$ cat src/rtl/rca_reg_config_store.sv
// rca_reg_config_store
//   Per-RCA store of the CPU source/destination register addresses used by RCA
//   "use" instructions. Each RCA owns a shadow bank (written by config
//   instructions) and an active bank (read by the RCA unit). A commit copies the
//   shadow bank of one RCA into its active bank in a single cycle, but only after
//   every in-flight use instruction of that RCA has retired.
//
// Ports
//   clk, rst                      clock, synchronous active-high reset
//   cfg_valid/cfg_ready           config write handshake into the shadow bank
//   cfg_rca_sel, cfg_dest         target RCA; 0 = source slot, 1 = destination slot
//   cfg_port_sel, cfg_reg_addr    slot index and register address to store
//   commit_req/commit_ready       commit handshake, commit_rca selects the RCA
//   commit_done                   one-cycle pulse after the shadow->active copy
//   use_issue/use_ready           use instruction issue to use_rca_sel
//   use_complete                  use instruction retired on complete_rca_sel
//   rd_rca_sel                    selects which active bank drives the read outputs
//   src_addrs, dest_addrs         registered active addresses, slot i at [5*i +: 5]
//   entry_valid                   per-RCA: committed at least once since reset
//   busy                          per-RCA: in-flight count non-zero
//   underflow_err                 sticky: retire seen on an RCA with nothing in flight
module rca_reg_config_store #(
  parameter int unsigned NUM_RCAS        = 4,
  parameter int unsigned NUM_READ_PORTS  = 5,
  parameter int unsigned NUM_WRITE_PORTS = 5,
  parameter int unsigned MAX_INFLIGHT    = 4,
  localparam int unsigned RCA_W     = (NUM_RCAS > 1) ? $clog2(NUM_RCAS) : 1,
  localparam int unsigned MAX_PORTS = (NUM_READ_PORTS > NUM_WRITE_PORTS) ?
                                      NUM_READ_PORTS : NUM_WRITE_PORTS,
  localparam int unsigned PORT_W    = (MAX_PORTS > 1) ? $clog2(MAX_PORTS) : 1,
  localparam int unsigned CNT_W     = $clog2(MAX_INFLIGHT + 1)
) (
  input  logic                         clk,
  input  logic                         rst,

  input  logic                         cfg_valid,
  output logic                         cfg_ready,
  input  logic [RCA_W-1:0]             cfg_rca_sel,
  input  logic                         cfg_dest,
  input  logic [PORT_W-1:0]            cfg_port_sel,
  input  logic [4:0]                   cfg_reg_addr,

  input  logic                         commit_req,
  input  logic [RCA_W-1:0]             commit_rca,
  output logic                         commit_ready,
  output logic                         commit_done,

  input  logic                         use_issue,
  input  logic [RCA_W-1:0]             use_rca_sel,
  output logic                         use_ready,
  input  logic                         use_complete,
  input  logic [RCA_W-1:0]             complete_rca_sel,

  input  logic [RCA_W-1:0]             rd_rca_sel,
  output logic [5*NUM_READ_PORTS-1:0]  src_addrs,
  output logic [5*NUM_WRITE_PORTS-1:0] dest_addrs,
  output logic [NUM_RCAS-1:0]          entry_valid,
  output logic [NUM_RCAS-1:0]          busy,
  output logic                         underflow_err
);

  localparam logic [CNT_W-1:0]  MaxCnt    = CNT_W'(MAX_INFLIGHT);
  localparam logic [PORT_W:0]   RdLimit   = (PORT_W + 1)'(NUM_READ_PORTS);
  localparam logic [PORT_W:0]   WrLimit   = (PORT_W + 1)'(NUM_WRITE_PORTS);

  typedef enum logic [1:0] {
    StIdle,
    StDrain,
    StSwap
  } state_e;

  state_e           state_q;
  logic [RCA_W-1:0] locked_q;

  logic [4:0] shadow_src_q [NUM_RCAS][NUM_READ_PORTS];
  logic [4:0] shadow_dst_q [NUM_RCAS][NUM_WRITE_PORTS];
  logic [4:0] active_src_q [NUM_RCAS][NUM_READ_PORTS];
  logic [4:0] active_dst_q [NUM_RCAS][NUM_WRITE_PORTS];

  logic [CNT_W-1:0] count_q [NUM_RCAS];
  logic [CNT_W-1:0] count_d [NUM_RCAS];

  logic [NUM_RCAS-1:0] issue_hit;
  logic [NUM_RCAS-1:0] complete_hit;
  logic                underflow_set;

  logic lock_active;
  logic cfg_fire;
  logic cfg_src_hit;
  logic cfg_dst_hit;
  logic issue_fire;

  // ---------------------------------------------------------------------------
  // Handshakes
  // ---------------------------------------------------------------------------
  // While a commit is pending, the locked RCA is frozen: its shadow bank cannot
  // change under the copy and no new uses can extend the drain.
  assign lock_active  = (state_q != StIdle);
  assign commit_ready = (state_q == StIdle);
  assign cfg_ready    = !(lock_active && (cfg_rca_sel == locked_q));
  assign use_ready    = (count_q[use_rca_sel] != MaxCnt) &&
                        !(lock_active && (use_rca_sel == locked_q));

  assign cfg_fire   = cfg_valid && cfg_ready;
  assign issue_fire = use_issue && use_ready;

  // Out-of-range slot indices complete the handshake but write nothing.
  assign cfg_src_hit = cfg_fire && !cfg_dest && ({1'b0, cfg_port_sel} < RdLimit);
  assign cfg_dst_hit = cfg_fire &&  cfg_dest && ({1'b0, cfg_port_sel} < WrLimit);

  // ---------------------------------------------------------------------------
  // Commit FSM
  // ---------------------------------------------------------------------------
  always_ff @(posedge clk) begin
    if (rst) begin
      state_q     <= StIdle;
      locked_q    <= '0;
      commit_done <= 1'b0;
    end else begin
      commit_done <= 1'b0;
      case (state_q)
        StIdle: begin
          if (commit_req) begin
            locked_q <= commit_rca;
            state_q  <= StDrain;
          end
        end
        // Even a zero count costs one cycle here, so the swap never coincides
        // with the accept edge.
        StDrain: begin
          if (count_q[locked_q] == '0) begin
            state_q <= StSwap;
          end
        end
        StSwap: begin
          state_q     <= StIdle;
          commit_done <= 1'b1;
        end
        default: state_q <= StIdle;
      endcase
    end
  end

  // ---------------------------------------------------------------------------
  // In-flight counters
  // ---------------------------------------------------------------------------
  always_comb begin
    issue_hit    = '0;
    complete_hit = '0;
    for (int unsigned r = 0; r < NUM_RCAS; r++) begin
      issue_hit[r]    = issue_fire && (use_rca_sel == RCA_W'(r));
      complete_hit[r] = use_complete && (complete_rca_sel == RCA_W'(r));
    end
  end

  // A same-cycle issue and retire on one RCA cancel out, so that case never
  // counts as an underflow even when the count is zero.
  always_comb begin
    underflow_set = 1'b0;
    for (int unsigned r = 0; r < NUM_RCAS; r++) begin
      count_d[r] = count_q[r];
      if (issue_hit[r] && !complete_hit[r]) begin
        count_d[r] = count_q[r] + CNT_W'(1);
      end else if (complete_hit[r] && !issue_hit[r]) begin
        if (count_q[r] == '0) begin
          underflow_set = 1'b1;
        end else begin
          count_d[r] = count_q[r] - CNT_W'(1);
        end
      end
    end
  end

  always_ff @(posedge clk) begin
    if (rst) begin
      for (int unsigned r = 0; r < NUM_RCAS; r++) begin
        count_q[r] <= '0;
      end
      underflow_err <= 1'b0;
    end else begin
      for (int unsigned r = 0; r < NUM_RCAS; r++) begin
        count_q[r] <= count_d[r];
      end
      if (underflow_set) begin
        underflow_err <= 1'b1;
      end
    end
  end

  always_comb begin
    busy = '0;
    for (int unsigned r = 0; r < NUM_RCAS; r++) begin
      busy[r] = (count_q[r] != '0);
    end
  end

  // ---------------------------------------------------------------------------
  // Shadow and active banks
  // ---------------------------------------------------------------------------
  always_ff @(posedge clk) begin
    if (rst) begin
      for (int unsigned r = 0; r < NUM_RCAS; r++) begin
        for (int unsigned i = 0; i < NUM_READ_PORTS; i++) begin
          shadow_src_q[r][i] <= '0;
          active_src_q[r][i] <= '0;
        end
        for (int unsigned i = 0; i < NUM_WRITE_PORTS; i++) begin
          shadow_dst_q[r][i] <= '0;
          active_dst_q[r][i] <= '0;
        end
      end
      entry_valid <= '0;
    end else begin
      if (cfg_src_hit) begin
        shadow_src_q[cfg_rca_sel][cfg_port_sel] <= cfg_reg_addr;
      end
      if (cfg_dst_hit) begin
        shadow_dst_q[cfg_rca_sel][cfg_port_sel] <= cfg_reg_addr;
      end
      // The locked RCA cannot take config writes in this state, so the copy
      // sees a stable shadow bank.
      if (state_q == StSwap) begin
        for (int unsigned i = 0; i < NUM_READ_PORTS; i++) begin
          active_src_q[locked_q][i] <= shadow_src_q[locked_q][i];
        end
        for (int unsigned i = 0; i < NUM_WRITE_PORTS; i++) begin
          active_dst_q[locked_q][i] <= shadow_dst_q[locked_q][i];
        end
        entry_valid[locked_q] <= 1'b1;
      end
    end
  end

  // ---------------------------------------------------------------------------
  // Registered read port
  // ---------------------------------------------------------------------------
  always_ff @(posedge clk) begin
    if (rst) begin
      src_addrs  <= '0;
      dest_addrs <= '0;
    end else begin
      for (int unsigned i = 0; i < NUM_READ_PORTS; i++) begin
        src_addrs[5*i +: 5] <= active_src_q[rd_rca_sel][i];
      end
      for (int unsigned i = 0; i < NUM_WRITE_PORTS; i++) begin
        dest_addrs[5*i +: 5] <= active_dst_q[rd_rca_sel][i];
      end
    end
  end

endmodule

$ cat config.mk
export PLATFORM = sky130hd
export DESIGN_NAME = rca_reg_config_store
export DESIGN_NICKNAME = d
export VERILOG_FILES = /design/src/rtl/rca_reg_config_store.sv
export SDC_FILE = /design/constraint.sdc
export NUM_CORES = 1
export LEC_CHECK = 0
export CAP_MARGIN = 20
export CORE_MARGIN = 4
export CORE_UTILIZATION = 58
export CTS_BUF_LIST = sky130_fd_sc_hd__clkbuf_8
export DETAILED_ROUTE_END_ITERATION = 10
export PLACE_DENSITY = 0.84
export SYNTH_ARGS = -nofsm -noshare
export SYNTH_HDL_FRONTEND = slang
export SYNTH_SLANG_ARGS = --single-unit
$ cat constraint.sdc
create_clock -name clk -period 6.9 [get_ports clk]
set_clock_uncertainty 0.2 [all_clocks]
set_input_delay 2.07 -clock clk [delete_from_list [all_inputs] [get_ports clk]]
set_output_delay 2.07 -clock clk [all_outputs]
set_load 0.05 [all_outputs]
; Yosys cells after proc, flatten, opt, wreduce, memory -nomap -nowiden
; Memory sizes are Yosys's and may differ from the RTL's. A register that Yosys moved wholly into a read port is not among the register bits.
; Index checks and enable logic that the tools add are counted.
[classes]
muxes = 65
reduce_logical = 57
order_cmp = 5
eq_ne = 13
n_addsub = 8
n_bitwise = 6
[ops]
columns = op, n
row1 = $mux W25, 8
row2 = $reduce_or A25 Y1, 4
row3 = $mux W3, 16
row4 = $logic_and A1 B1 Y1, 27
row5 = $mux W1, 25
row6 = $mux W2, 12
row7 = $demux W5 S3, 1
row8 = $logic_not A3 Y1, 5
row9 = $add A3 B1 Y3 const B, 4
row10 = $reduce_bool A3 Y1, 4
row11 = $sub A3 B1 Y3 const B, 4
row12 = $logic_not A1 Y1, 11
row13 = $eq A2 B2 Y1 const B, 5
row14 = $eq A2 B1 Y1 const B, 3
row15 = $logic_not A2 Y1, 3
row16 = $mux W5, 1
row17 = $eq A2 B2 Y1, 2
row18 = $ge A4 B4 Y1 const B, 1
row19 = $lt A4 B1 Y1 const B, 1
row20 = $ne A2 B2 Y1 const B, 2
row21 = $not A3 Y4, 1
row22 = $or A1 B1 Y1, 4
row23 = $or A4 B4 Y4, 1
row24 = $pmux W2 S2, 1
row25 = other kinds (7), 8
[totals]
input_bits = 25
n_memories = 5
ramBits = 412
register_bits = 10
elab_cells = 164
[mem_list]
columns = name, depth, word_bits, rd, rd_ports_with_merged_regs, write_ports, line_no
row1 = active_dst_q, 4, 25, 1, 1, 4, 78  ; logic [4:0] active_dst_q [NUM_RCAS][NUM_WRITE_PORTS];
row2 = active_src_q, 4, 25, 1, 1, 4, 77  ; logic [4:0] active_src_q [NUM_RCAS][NUM_READ_PORTS];
row3 = shadow_dst_q, 4, 25, 1, 1, 4, 76  ; logic [4:0] shadow_dst_q [NUM_RCAS][NUM_WRITE_PORTS];
row4 = shadow_src_q, 4, 25, 1, 1, 4, 75  ; logic [4:0] shadow_src_q [NUM_RCAS][NUM_READ_PORTS];
row5 = count_q, 4, 3, 6, 1, 4, 80  ; logic [CNT_W-1:0] count_q [NUM_RCAS];

; Depth between registers and ports, before layout
; Gate-level depths: netlist of the first run.
[depth]
ltp_word = 19
ltp_mapped = 12
depth_no_buf = 11

; Worst setup path before layout of the first run
; Ideal clock, no wire load.
[synth_timing]
path_type = input to output
start = input use_rca_sel[1]
end = output use_ready
stages = 4
slack_ns = 1.093
required_time_ns = 4.630
t_arrival_ns = 3.537
n_path_buf = 1
path_cell_list = clkbuf_1 nor4b_1 a311o_1 a22oi_1
[synth_between]
elab_chain_len = 4
[synth_rtl]
columns = item, line_no
row1 = start: declaration, 49  ; input logic [RCA_W-1:0] use_rca_sel,
row2 = "parallel branches: the longest is 3 deep, another holds $mem_v2 Z4 W3", -
row3 = $logic_and A1 B1 Y1 (*), 101  ; assign use_ready = (count_q[use_rca_sel] != MaxCnt) &&
row4 = end: declaration, 50  ; output logic use_ready,
; Every way passes the cells marked *.

; Final worst setup path of the first run
; Ends and elaborated chain as after synthesis.

==> metrics.md, run 1 <==
| Metric | Value |
|---|---|
| Status | finished, final reports clean |
| Crit path launch type | input pin |
| Grt total ovfl | 0 |
| DRC | 0 |
| Leak | 8.07 nW |
| Mapped Area | 0.0200 mm2 |
| Syn_area_per_cell | 14.5 um2 |
| Post-Synth XOR/XNOR Area | 0.439% |
| # placed instances | 1838 |
| Seq/Total Area, Yosys | 67.6% |
| Switching share of power | 24.1% |
| PwrDens | 264 mW/mm2 |
| Clock Sinks | 474 |
| Core Rows | 67 |
| Sw Pwr | 1.43 mW |
| Clk Latency, worst-skew pair | slightly below 0.6 ns |
| Antenna-violating nets left | 0 |
| Mux contribution to synthesized area | 11.5% |
| Setup crit end kind | output pin |
| Drt pass-1 iters | 6 |
| Logic pwr share | 8.7% |
| Setup bufs post-CTS | 0 |
| RSZ-0062 raised after global routing | no |
| Fin Setup TNS | 0 ns |
| Synthesis warning total | 0 |
| CTS tree | yes |
| Final Max Tran Viols | 0 |
| Vias per std cell | 5.95 |
| Drt wl/cell | approximately 22 um |
| Worst VDD drop | 0.000132 V |
| Ys async rst share | 0% |
| DR iter-0 viols | 1488 |
| Simple-Gate Fraction of Synth Area | between 10% and 20% |
| Clock network fraction of total power | 36.7% |
| Largest family of logic cells by synthesized area | simple AND/OR/NAND/NOR gates |
| Critical path data arrival time | 4.20 ns |
| Synth Register Bits | 474 |
| CP Max Fanout | 7 |
| Crit Path Category | input pin to output pin |
| Post-layout min period | between 6 and 7 ns |
| Max Freq | 155 MHz |
| Number of global-route vias before repair | 11722 |
| Post-Synth Adder-Cell Area | 0.902% |
| Post-synth EDFFs | 400 |
| N_diodes | 0 |
| Tot Pwr | ~6 mW |
| Worst-path clk slew | 0.06 ns |
| Area Overhead vs Synth | 13.0% |
| Final core utilization | between 60 and 70% |
| Critical Path RT | 4.63 ns |
| Slew HR | between 30% and 40% |
| Routed wire length | 44.2 mm |
| Final Non-Filler Cells | a little under 2000 |
| Primary FF master, synth | edfxtp_1 |
| Final hold violations | 0 |
| Max Cap Violations | 0 |
| DP Wirelength | 28.0 mm |
| CTS resizes | 0 |
| Worst slew pin tran | just under 1 ns |
| Total CTS buffers | 74 |
| Die W | slightly below 200 um |
| Global-route wire length before repair | 67.7 mm |
| Share of layout cells above drive strength 1 | 15.6% |
| Via count | 11729 |
| Worst hold path type | register to register |
| Die Span Y | 194 um |
| Tcrit/Tclk final | ~94% |
| Flop pwr share | between 50% and 60% |
| I/O Buffers | between 80 and 90 |
| Die area | 0.0375 mm2 |
| Post-synthesis cell type count | 45 |
| CORE AREA | around 0.034 mm2 |
| Clk buf depth | 3 |
| Final setup vio count | 0 |
| IO Count | 88 |
| Final nets | 1505 |
| Total global-route track usage | 23.3% |
| Initial antenna violation count | 1 |
| Synthesized net count | ~1400 |
| GP Congestion | 0.918 |
| Htree depth | 3 |
| Synth Area in Compound Gates | under 10% |
| Initial Utilization | 59.1% |
| Clk root buf | clkbuf_8 |
| P_int | 4.52 mW |
| Gate Count Post-Synth | 1377 |
| Largest net degree at the start of global routing | 59 |
| Count of hold-fix buffers inserted at cts | 0 |
[final timing paths]
kind / startpoint / to / slack (ns) / depth (start not counted)
setup / recovery: use_rca_sel[1] / use_ready / 0.43 / 5
hold / removal: entry_valid[2]$_SDFFE_PP0N_ / entry_valid[2]$_SDFFE_PP0N_ / 0.25 / 1
hold reg to reg: entry_valid[2]$_SDFFE_PP0N_ / entry_valid[2]$_SDFFE_PP0N_ / 0.25 / 1
setup reg to reg: locked_q[0]$_SDFFE_PP0P_ / shadow_dst_q[1][22]$_SDFFCE_PN0P_ / 3.34 / 5
[metal layers]
layer	GRT usage [%]	wire [um]
met3	6.66	5170
met2	37.3	21100
met5	0	0
met4	7.24	1200
met1	31.7	16700
[per-stage QoR]
stage / hold WS, ns / area, um2 / setup slack, ns
after floorplan: 0.241 / 20000 / 1.09
after global placement: 0.238 / 21200 / 0.499
after detailed placement: 0.244 / 21200 / 0.443
after CTS: 0.259 / 22500 / 0.430
after global routing: 0.286 / 22600 / 0.325
final: 0.253 / 22600 / 0.433
[Yosys cell counts (5+ instances only)]
master,instances,area share (%)
a21o_1,10,0.38
a21oi_1,13,0.33
and2_1,151,4.7
and3_1,50,1.6
buf_1,8,0.15
buf_2,28,0.70
buf_4,6,0.23
clkbuf_1,50,0.94
dfxtp_1,74,7.4
edfxtp_1,400,60
ha_1,8,0.50
inv_1,14,0.26
mux4_2,101,11
nand2_1,68,1.3
nand3_1,14,0.35
nor2_1,229,4.3
nor2b_1,57,1.8
o21ai_0,36,0.90
or3_1,5,0.16
xnor2_1,5,0.22
xor2_1,5,0.22
[registers in the layout, summed over array words and instances, names as in the netlist, named ones only]
name,cells
active_dst_q,100
active_src_q,100
shadow_dst_q,100
shadow_src_q,100
dest_addrs,25
src_addrs,25
count_q,12
entry_valid,4
locked_q,2
state_q,2
commit_done,1
underflow_err,1
[power groups by stage]
stage               clock, mW  combinational, mW  sequential (mW)
floorplan                   0              0.285             3.36
global placement            0              0.490             3.31
detailed placement          0              0.502             3.32
CTS                      2.21              0.504             3.26
global route             2.35              0.548             3.26
finish                   2.19              0.517             3.25
[cell usage in the layout (no fill, tap or decap), types with 36 or more instances in the layout]
cell	count
and2_1	151
and3_1	50
clkbuf_8	81
clkdlybuf4s50_1	85
dfxtp_1	72
edfxtp_1	400
inv_1	38
mux4_2	101
nand2_1	66
nor2_1	228
nor2b_1	57
o21ai_0	36
[logic make-up after synthesis]
logic type | count (synthesis)
buffers and inverters | 109
adders and majority gates | 12
muxes | 103
and+or+nand+nor | 604
xor gates and xnor gates | 10
DFF | 474
AOI/OAI and AO/OA | 65
[final cells by class]
type | instances | area, um2
clock buffers | 81 | 1110
clock inverters | 51 | 249
fillers | 2275 | 11200
inverters | 14 | 52.6
multi-input cells | 794 | 6010
flip-flops and latches | 474 | 13500
well taps | 448 | 561
repair buffers | 110 | 1090
[worst max-delay path, stage by stage]
cell and delay, ns:
clkdlybuf4s50_1 0.62, nor4b_1 0.11, a311o_1 0.36, a22oi_1 0.20, clkdlybuf4s50_1 0.84
Note: power is estimated with default switching activity, not from simulation.
==> inputs of run 2 (changes only) <==
CAP_MARGIN = default   (was 20)
==> run 2 against run 1 <==
  * Combinational power fell by 3%
  * Die area did not move
  * Hold slack got worse by 0.00056 ns
  * Total power fell by 0.13%
  * Largest power group unchanged
  * Final area fell by 0.24%
  * Global-route usage did not move
  * Register-to-register slack got worse by 0.04 ns
  * First-iteration DRC count rose by 5.4%
  * Critical path depth did not move
  * Utilization fell by 0.16 points
==> metrics.md, run 2 (same netlist as run 1, synthesis figures left out) <==
| Metric | Value |
|---|---|
| Status | finished, final reports clean |
| Slew HR | 29.4% (-6.2 points) |
| Total global-route track usage | 23.3% (unchanged) |
| CTS resizes | 0 (unchanged) |
| Met1 Track Usage GR | 31.7% (unchanged) |
| Fin Setup TNS | 0 ns (unchanged) |
| Final setup vio count | 0 (unchanged) |
| # placed instances | 1838 (unchanged) |
| Worst slew pin tran | 1.06 ns (+0.0932 ns) |
| CORE AREA | 0.0338 mm2 (unchanged) |
| Antenna-violating nets left | 0 (unchanged) |
| RSZ-0062 raised after global routing | no |
| FF+latch area | 0.0135 mm2 (unchanged) |
| PwrDens | 264 mW/mm2 (+0.12%) |
| Setup bufs post-CTS | 0 (unchanged) |
| Critical path data arrival time | 4.19 ns (about the same) |
| Crit path launch type | input pin |
| Die area | 0.0375 mm2 (unchanged) |
| Clk Latency, worst-skew pair | 0.60 ns (about the same) |
| Drt wl/cell | 22.5 um (+0.18%) |
| DRC | 0 (unchanged) |
| WP buf/inv | 2 (unchanged) |
| IO Count | 88 (unchanged) |
| Routing usage on met3 | 6.66% (unchanged) |
| Worst path max stage delay | 0.84 ns (about the same) |
| DR iter-0 viols | 1568 (+5.4%) |
| DP Wirelength | 28.0 mm (unchanged) |
| Tcrit/Tclk final | 93.7% (about the same) |
| Clk buf depth | 3 (unchanged) |
| Most common cell after layout, fill and taps aside | edfxtp_1 |
| Tot Pwr | 5.95 mW (-0.13%) |
| Die W | 194 um (unchanged) |
| Critical Path RT | 4.63 ns (about the same) |
| Leak | 8.04 nW (-0.30%) |
| I/O Buffers | 87 (unchanged) |
| N_diodes | 0 (unchanged) |
| Die Span Y | 194 um (unchanged) |
| Worst VDD drop | 0.000132 V (about the same) |
| FF-to-FF setup slack | 3.30 ns (-0.04 ns) |
| Most common cell on crit path | clkdlybuf4s50_1 |
| Share of layout cells above drive strength 1 | 15.4% (-0.11 points) |
| Grt total ovfl | 0 (unchanged) |
| Vias per std cell | 5.93 (-0.30%) |
| Final hold violations | 0 (unchanged) |
| Final Max Tran Viols | 0 (unchanged) |
| Post-route setup slack | 0.438 ns (+0.00514 ns) |
| Post-layout min period | 6.46 ns (-0.00514 ns) |
| Setup crit end kind | output pin |
| CP Max Fanout | 7 (unchanged) |
| Area of the multi-input gates | 0.00601 mm2 (unchanged) |
| Max Cap Violations | 0 (unchanged) |
| Slowest cell on crit path | clkdlybuf4s50_1 |
| Worst hold path type | register to register |
| Number of global-route vias before repair | 11722 (unchanged) |
| Crit Path Category | input pin to output pin |
| Area Overhead vs Synth | 12.7% |
| Setup WS pre-CTS | 0.443 ns (unchanged) |
| CP cell instances | clkdlybuf4s50_1, nor4b_1, a311o_1, a22oi_1, clkdlybuf4s50_1 |
| Core Rows | 67 (unchanged) |
| Drt pass-1 iters | 7 (+1) |
| Met2 usage | 37.3% (unchanged) |
| Clock Sinks | 474 (unchanged) |
| Cell family with most CP delay | buffers and inverters |
| Layer with the highest usage | met2 |
| Total CTS buffers | 74 (unchanged) |
| CTS tree | yes |
| Htree depth | 3 (unchanged) |
| Worst-path clk slew | 0.06 ns (about the same) |
| Initial antenna violation count | 1 (unchanged) |
| Count of hold-fix buffers inserted at cts | 0 (unchanged) |
| Min Hold Slack | 0.253 ns (-0.000558 ns) |
| Fillers | 2283 (+0.35%) |
| Routed wire length | 44.2 mm (about the same) |
| Global-route wire length before repair | 67.7 mm (unchanged) |
| GP Congestion | 0.918 (unchanged) |
| Max Freq | 155 MHz (about the same) |
| Clk root buf | clkbuf_8 |
| Largest net degree at the start of global routing | 59 (unchanged) |
| Most frequent cells in the layout | edfxtp_1 (400), nor2_1 (228), and2_1 (151) |
| Initial Utilization | 59.1% (unchanged) |
| Via count | 11682 (-0.40%) |
| Final Non-Filler Cells | 1970 (-0.10%) |
| Final nets | 1503 (-0.13%) |
-- run 2: metal layers --
metal  vias to the layer above  part of all wire (%)
li1                       5170                     -
met1                      5629                    37
met2                       773                    48
met3                       110                    12
met4                         0                   2.7
met5                         -                     0
-- run 2: layout make-up --
class	count	share of cell area, %
Timing Repair Buffer	108	4.59
Inverter	14	0.233
Tap cell	448	2.49
Clock buffer	81	4.95
Multi-Input combinational cell	794	26.7
Clock inverter	51	1.11
Sequential cell	474	59.9
-- run 2: path summary, 6_finish.rpt --
path                                             startpoint                               end  cells after the start
worst max-delay path                         use_rca_sel[1]                         use_ready                      5
worst min register to register  entry_valid[2]$_SDFFE_PP0N_       entry_valid[2]$_SDFFE_PP0N_                      1
worst max register to register     locked_q[0]$_SDFFE_PP0P_  shadow_dst_q[2][0]$_SDFFCE_PN0P_                      6
worst min-delay path            entry_valid[2]$_SDFFE_PP0N_       entry_valid[2]$_SDFFE_PP0N_                      1
-- run 2: power by group --
group          total (mW)  switching [mW]  internal (mW)
logic               0.504           0.317          0.187
registers            3.26          0.0504           3.21
clock network        2.18            1.06           1.12
total                5.95            1.43           4.52
-- run 2: per-stage QoR --
step | area, um2 | util [%]
2_1_floorplan | 20000 | -
3_3_place_gp | 21200 | 62.6
3_5_place_dp | 21200 | 62.6
4_1_cts | 22500 | 66.6
5_1_grt | 22500 | 66.6
6_report | 22500 | 66.6
-- run 2: worst reg2reg max path, cell delays in order (launching register included) --
cell and delay (ns):
dfxtp_1 0.30, buf_4 0.54, xor2_1 0.19, or3_1 0.29, nand4b_2 0.59, buf_4 0.45, o21ai_0 0.68
==> inputs of run 3 (changes only) <==
SLEW_MARGIN = 0   (was default)
==> results of run 3 <==
The final DEF is identical to that of run 2; final timing and power are the same.
